==> src/rtl/jtdsp16_frac_cen.sv <==
// Fractional clock-enable generator: cen at an average rate of n/m of clk, plus a mid-period cenb.
// Optional cen pulse counter (cen_cnt) is built when JTDSP16_CEN_STATS_EN is defined.
module jtdsp16_frac_cen #(
  parameter int unsigned W = 10,
  parameter int unsigned N = 1,
  parameter int unsigned M = 2
) (
  input  logic         clk,
  input  logic         rst,
  input  logic [W-1:0] n_in,
  input  logic [W-1:0] m_in,
  input  logic         ld,
  input  logic         hold,
  output logic         cen,
  output logic         cenb,
  output logic         ld_ack,
`ifdef JTDSP16_CEN_STATS_EN
  output logic [15:0]  cen_cnt,
`endif
  output logic         bad_ratio
);

  logic [W-1:0] n, m, acc;
  logic [W-1:0] pend_n, pend_m;
  logic         pend, phase;
  logic [W:0]   sum, diff, half;
  logic         wrap, mid, ld_ok;

  // acc < m and n <= m, so W+1 bits hold the sum without wrap-around
  always_comb begin
    sum   = {1'b0, acc} + {1'b0, n};
    diff  = sum - {1'b0, m};
    half  = {1'b0, m >> 1};
    wrap  = sum >= {1'b0, m};
    mid   = phase && (sum >= half);
    ld_ok = ld && (n_in != '0) && (m_in != '0) && (n_in <= m_in);
  end

  always_ff @(posedge clk or posedge rst) begin
    if (rst) begin
      n         <= W'(N);
      m         <= W'(M);
      acc       <= '0;
      phase     <= 1'b0;
      pend      <= 1'b0;
      pend_n    <= '0;
      pend_m    <= '0;
      cen       <= 1'b0;
      cenb      <= 1'b0;
      ld_ack    <= 1'b0;
      bad_ratio <= 1'b0;
    end else begin
      if (hold) begin
        cen    <= 1'b0;
        cenb   <= 1'b0;
        ld_ack <= 1'b0;
      end else if (wrap) begin
        cen   <= 1'b1;
        cenb  <= 1'b0;
        phase <= 1'b1;
        if (pend) begin
          // New ratio takes over on a cen boundary; the remainder is dropped
          n      <= pend_n;
          m      <= pend_m;
          acc    <= '0;
          ld_ack <= 1'b1;
          pend   <= 1'b0;
        end else begin
          acc    <= diff[W-1:0];
          ld_ack <= 1'b0;
        end
      end else begin
        acc    <= sum[W-1:0];
        cen    <= 1'b0;
        ld_ack <= 1'b0;
        cenb   <= mid;
        if (mid) phase <= 1'b0;
      end
      // A load on an application edge queues behind the ratio being applied
      if (ld_ok) begin
        pend      <= 1'b1;
        pend_n    <= n_in;
        pend_m    <= m_in;
        bad_ratio <= 1'b0;
      end else if (ld) begin
        bad_ratio <= 1'b1;
      end
    end
  end

`ifdef JTDSP16_CEN_STATS_EN
  always_ff @(posedge clk or posedge rst) begin
    if (rst) begin
      cen_cnt <= '0;
    end else if (!hold && wrap) begin
      cen_cnt <= pend ? 16'd0 : cen_cnt + 16'd1;
    end
  end
`endif

endmodule
==> config.mk <==
export PLATFORM = sky130hd
export DESIGN_NAME = jtdsp16_frac_cen
export DESIGN_NICKNAME = d
export VERILOG_FILES = /design/src/rtl/jtdsp16_frac_cen.sv
export SDC_FILE = /design/constraint.sdc
export NUM_CORES = 1
export LEC_CHECK = 0
export BUFFER_PORTS_ARGS = -buffer_cell sky130_fd_sc_hd__buf_2
export CORE_ASPECT_RATIO = 0.7
export CORE_MARGIN = 1
export CORE_UTILIZATION = 54
export CTS_CLUSTER_SIZE = 12
export DETAILED_ROUTE_END_ITERATION = 10
export GPL_TIMING_DRIVEN = 0
export PLACE_DENSITY = 0.71
export REMOVE_ABC_BUFFERS = 1
export SYNTH_ARGS = -nofsm -noshare
export SYNTH_HDL_FRONTEND = slang
export SYNTH_SLANG_ARGS = --single-unit
==> constraint.sdc <==
create_clock -name clk -period 7.82 [get_ports clk]
set_input_delay 1.564 -clock clk [delete_from_list [all_inputs] [get_ports clk]]
set_output_delay 1.564 -clock clk [all_outputs]
set_load 0.01 [all_outputs]
Yosys cells after proc, flatten, opt, wreduce, memory -nomap -nowiden. Cells that the tools add are included.

Register bits after elaboration: 56. Input port bits: 24. Output and inout port bits: 4. Logic and storage cells: 46.

$add $sub $neg: 2. Order comparisons: 3. Eq/ne operators: 1. Mux-type cells: 16. Bitwise logic cells: 1. Reduce and logical (&&, ||, !) cells: 12.

Operator list (count): two-way mux 10 bit (2); nonzero test 10 bit (2); two-way mux 1 bit (14); adder 10 x 10 -> 11 bit (1); >= comparator 11 x 10 -> 1 bit (1); >= comparator 11 x 9 -> 1 bit (1); less-or-equal comparator 10 bit (1); subtractor 10 bit (1); nonzero test 2 bit (3); logical AND 1 bit (4); AND reduction 2 bit (2); AND reduction 3 bit (1); inequality test 2 x 1 -> 1 bit, second input constant (1); inverter 1 bit (1).

Logic depth before layout (Yosys ltp).
Depth after elaboration: 6. Depth in mapped cells: 17. Gate-level depth less buffers: 17.

Worst setup path before layout. OpenSTA, ideal clock, no wires.

Path type: register -> register. From: register n[0]. To: register acc[0]. Setup time: 0.125 ns. Arrival: 3.620 ns. Data required time: 7.695 ns. Setup slack: 4.075 ns. Cell stages (with the launch flop): 18. Path buffers: 1. Clock period less this slack: 3.745 ns. Path through: dfstp_2 > ha_1 > inv_1 > fa_1 > nor2b_4 > o31ai_4 > nand2b_1 > a21oi_1 > xnor2_1 > ha_1 > a21o_1 > nor3_1 > a211oi_2 > nor2_1 > o211ai_4 > buf_6 > mux2_4 > mux2_2.

Word-level cells in the longest chain between the ends: 4. Elaborated cells between the ends (all ways): 5. Those cells by class: 2 x add/sub; 1 x order compare; 2 x mux.

RTL lines: start: declaration (line 23) `logic [W-1:0] n, m, acc;`; start signal: assignment (line 41) `n <= W'(N);`; start signal: assignment (line 63) `n <= pend_n;`; adder 10 x 10 -> 11 bit * (line 31) `sum = {1'b0, acc} + {1'b0, n};`; subtractor 10 bit (line 32) `diff = sum - {1'b0, m};`; two-way mux 10 bit (line 61) `if (pend) begin`; two-way mux 10 bit * (line 57) `end else if (wrap) begin`; end signal: assignment (line 69) `acc <= diff[W-1:0];`; end signal: assignment (line 73) `acc <= sum[W-1:0];`; end: declaration (line 23).

Every way passes the cells marked *; elsewhere a longest branch is shown, timed or not. A chain may end at the register's enable or synchronous reset.

Final worst setup path.
From: register n[0]. To: register m[9].

Word-level cells in the longest chain between the ends: 3.

RTL lines: adder 10 x 10 -> 11 bit (line 31); >= comparator 11 x 10 -> 1 bit (line 34) `wrap = sum >= {1'b0, m};`; AND reduction 3 bit (no source line); end signal: assignment (line 42) `m <= W'(M);`; end signal: assignment (line 64) `m <= pend_m;`; end: declaration (line 23).

Every way passes these cells.

==> run_results.csv <==
group,metric,value,unit
run_status,outcome,"finished, final reports clean",
floorplan,start_util,57.2,%
route,drc,0,
floorplan,die_h,70.7,µm
timing,rsz0062_at_grt,"no",
route,drt_iter0_drc,100,
clock_network,cts_hold_buffers,0,
clock_network,post_cts_resized,0,
layout,drive_above_1_share,18.5,%
yosys,syn_inst,338,
floorplan,fp.dieW,100,µm
worst_hold_path,hp-class,"reg2reg",
layout,fin_nets,432,
yosys,async_flop_share,100,%
timing,slew_violations,0,
place,hpwlAfterDp,5800,µm
yosys,avgSynthCellArea,10.8,µm²
clock_network,postCtsSetupBuffers,0,
timing,relSlewSlack,54.3,%
grt,grt_overflow,0,
yosys,synth.distinct_cells,55,
place,port_buffers,27,
yosys,synth_edf_count,0,
setup_path,crit_top_cell,"ha_1",
route,wl_per_cell,15.5,µm
timing,fin_crit,4660,ps
timing,min_period_over_period,59.6,%
yosys,ys_warn_count,0,
clock_network,clk_pin_slew,100,ps
setup_path,cp_max_fo,14,
setup_path,crit_buf_inv,2,
clock_network,h-tree-depth,2,
place,gp_congestion,0.873,
route,via_per_inst,5.52,
floorplan,core_area,0.00637,mm²
setup_path,crit_chain,"ha_1 -> inv_1 -> fa_1 -> nor2b_4 -> o31ai_4 -> nand2b_1 -> a21oi_1 -> xnor2_1 -> ha_1 -> a21o_1 -> nor3_1 -> a211oi_2 -> nor2_1 -> o211ai_4 -> nor3b_4 -> buf_8 -> mux2_1",
setup_path,r2r_slack,3160,ps
clock_network,numCtsBuffers,5,
setup_path,startpoint,"n[0]$_DFFE_PP1P_",
setup_path,crit_path_max_incr_delay,620,ps
route,drt_pass1_iterations,4,
timing,finalSetupTns,0,ps
route,antenna_left,0,
yosys,yosysTopAreaCellShare,37.1,%
setup_path,r2r_cells,17,
yosys,synth_area,0.00364,mm²
timing,fmax,0.215,GHz
yosys,ys_top_cells_by_area,"dfrtp_1, ha_1, mux2_1",
layout,nFillCells,552,
grt,grt_first_pass_wirelength,12500,µm
route,vias,2532,
job,cap_viol_max_count,0,
setup_path,critPathTopFamily,"compound AO/OA/AOI/OAI gates",
setup_path,r2r_end,"m[9]$_DFFE_PP0P_",
setup_path,arrival,4860,ps
setup_path,r2r_start,"n[0]$_DFFE_PP1P_",
timing,hold_violations,0,
floorplan,boundaryPins,28,
layout,num_antenna_cells,0,
layout,syn_to_final_growth,10.1,%
setup_path,worstSetupStartpointType,"register",
grt,track_usage,22.6,%
timing,skew,11.9,ps
yosys,seq_area_frac_synth,38.5,%
clock_network,cts_tree,"built",
timing,setup_viol,0,
setup_path,cp_slowest_cell,"nor3b_4",
worst_hold_path,hold_end,"pend_m[1]$_DFFE_PP0P_",
setup_path,end_kind,"register",
clock_network,clock_latency,310,ps
grt,grt_max_degree,42,
timing,worst_pin_slew,686,ps
floorplan,num_rows,24,
yosys,synthFlopType,"dfrtp_1",
yosys,synth_seq_cells,56,
setup_path,path_class,"reg2reg",
worst_hold_path,min_delay_path_depth,1,
clock_network,cts_buffer_depth,2,
grt,first_global_vias,2577,
floorplan,dieArea,0.00708,mm²
yosys,synth.largest_area_cell,"dfrtp_1",
worst_hold_path,hp-start,"pend_m[1]$_DFFE_PP0P_",
route,routed_wl,7140,µm
clock_network,cts_root_buf,"clkbuf_8",
setup_path,worstPathRequired,8020,ps
clock_network,clock-sinks,56,
grt,antenna_found_initial,0,
cells by family after synthesis:
kind of cell               after synthesis  share of synthesized area, %
DFF                                     56                          38.5
adders and majority gates               41                          14.5
muxes                                   52                          16.0
and+or+nand+nor                         74                          10.7
buffers and inverters                   40                          4.60
xor gates and xnor gates                10                          2.40
AOI/OAI and AO/OA                       65                          13.2
area by class of cell:
cell class	instances	area (µm²)	area share, %
Clock buffer	6	72.6	1.81
Clock inverter	2	35.0	0.873
Inverter	32	120	2.99
Multi-Input combinational cell	242	2080	51.9
Sequential cell	56	1400	35.0
Tap cell	91	114	2.84
Timing Repair Buffer	30	185	4.61
Yosys cell counts (2+ instances only):
library cell	instances
nor4_1	4
nand3_1	4
inv_1	31
xnor2_1	10
nand2b_1	4
o211ai_1	2
clkbuf_1	3
nor2b_1	6
fa_1	2
nor2_1	22
mux2i_1	5
o21a_1	4
dfstp_2	2
a31oi_1	2
or3b_1	2
a211oi_1	2
nor3_1	6
buf_4	2
a21oi_1	15
nand2_1	11
nand4_1	7
mux2_2	16
a21o_1	9
dfrtp_1	54
o21ai_1	6
mux2_1	30
ha_1	39
o2111a_1	2
o21ai_0	9
buf_2	2
metrics by stage:
step	area [µm²]	cells	hold slack, ps	util [%]	worst slack (ps)
after CTS	4010	459	495	63.0	3120
final	4010	459	493	63.0	3160
after floorplan	3600	330	454	-	3370
after global placement	3840	448	469	60.4	2640
after detailed placement	3910	451	473	61.3	3160
after global routing	4010	459	510	63.0	2810
state kept, by name (all words and copies together), names as in the netlist:
register   flops
pend           1
acc           10
phase          1
cenb           1
m             10
ld_ack         1
pend_n        10
cen            1
bad_ratio      1
pend_m        10
n             10
worst register-to-register path, stage by stage, from the launching register on:
cell and delay [ps]:
dfstp_2 540, ha_1 160, inv_1 50, fa_1 440, nor2b_4 170, o31ai_4 90
nand2b_1 90, a21oi_1 70, xnor2_1 180, ha_1 390, a21o_1 150, nor3_1 60
a211oi_2 310, nor2_1 150, o211ai_4 490, nor3b_4 620, buf_8 230, mux2_1 340
worst max path at each step:
| stage | slack (ps) | endpoint | cells after the start |
|---|---|---|---|
| floorplan | 3370 | m[0]$_DFFE_PP0P_ | 16 |
| global placement | 2640 | n[1]$_DFFE_PP0P_ | 14 |
| detailed placement | 3160 | m[9]$_DFFE_PP0P_ | 17 |
| CTS | 3120 | m[9]$_DFFE_PP0P_ | 17 |
| global route | 2810 | m[9]$_DFFE_PP0P_ | 15 |
| finish | 3160 | m[9]$_DFFE_PP0P_ | 17 |
per-layer routing:
layer / routed length, µm / share of wire, % / vias to the layer above / track usage, %
met3: 220 / 3.1 / 6 / 3.85
met1: 3730 / 52 / 1228 / 33.2
met4: 44 / 0.62 / 0 / 3.86
met5: 0 / 0 / - / 0
li1: - / - / 1265 / -
met2: 3140 / 44 / 33 / 35.8
placed cells by master, fill, tap and decap left out, types with 7 or more instances in the layout:
cell type and instances:
inv_1 30, o21ai_0 9, a21oi_1 14, buf_2 27, nand4_1 7, xnor2_1 10, dfrtp_1 54, a21o_1 9
mux2_1 30, nand2_1 11, nor2_1 22, mux2_2 16, ha_1 39
Power is left out: the tool's default activity adds up to more than one toggle a clock period on the data nets, which glitch-free logic cannot reach.
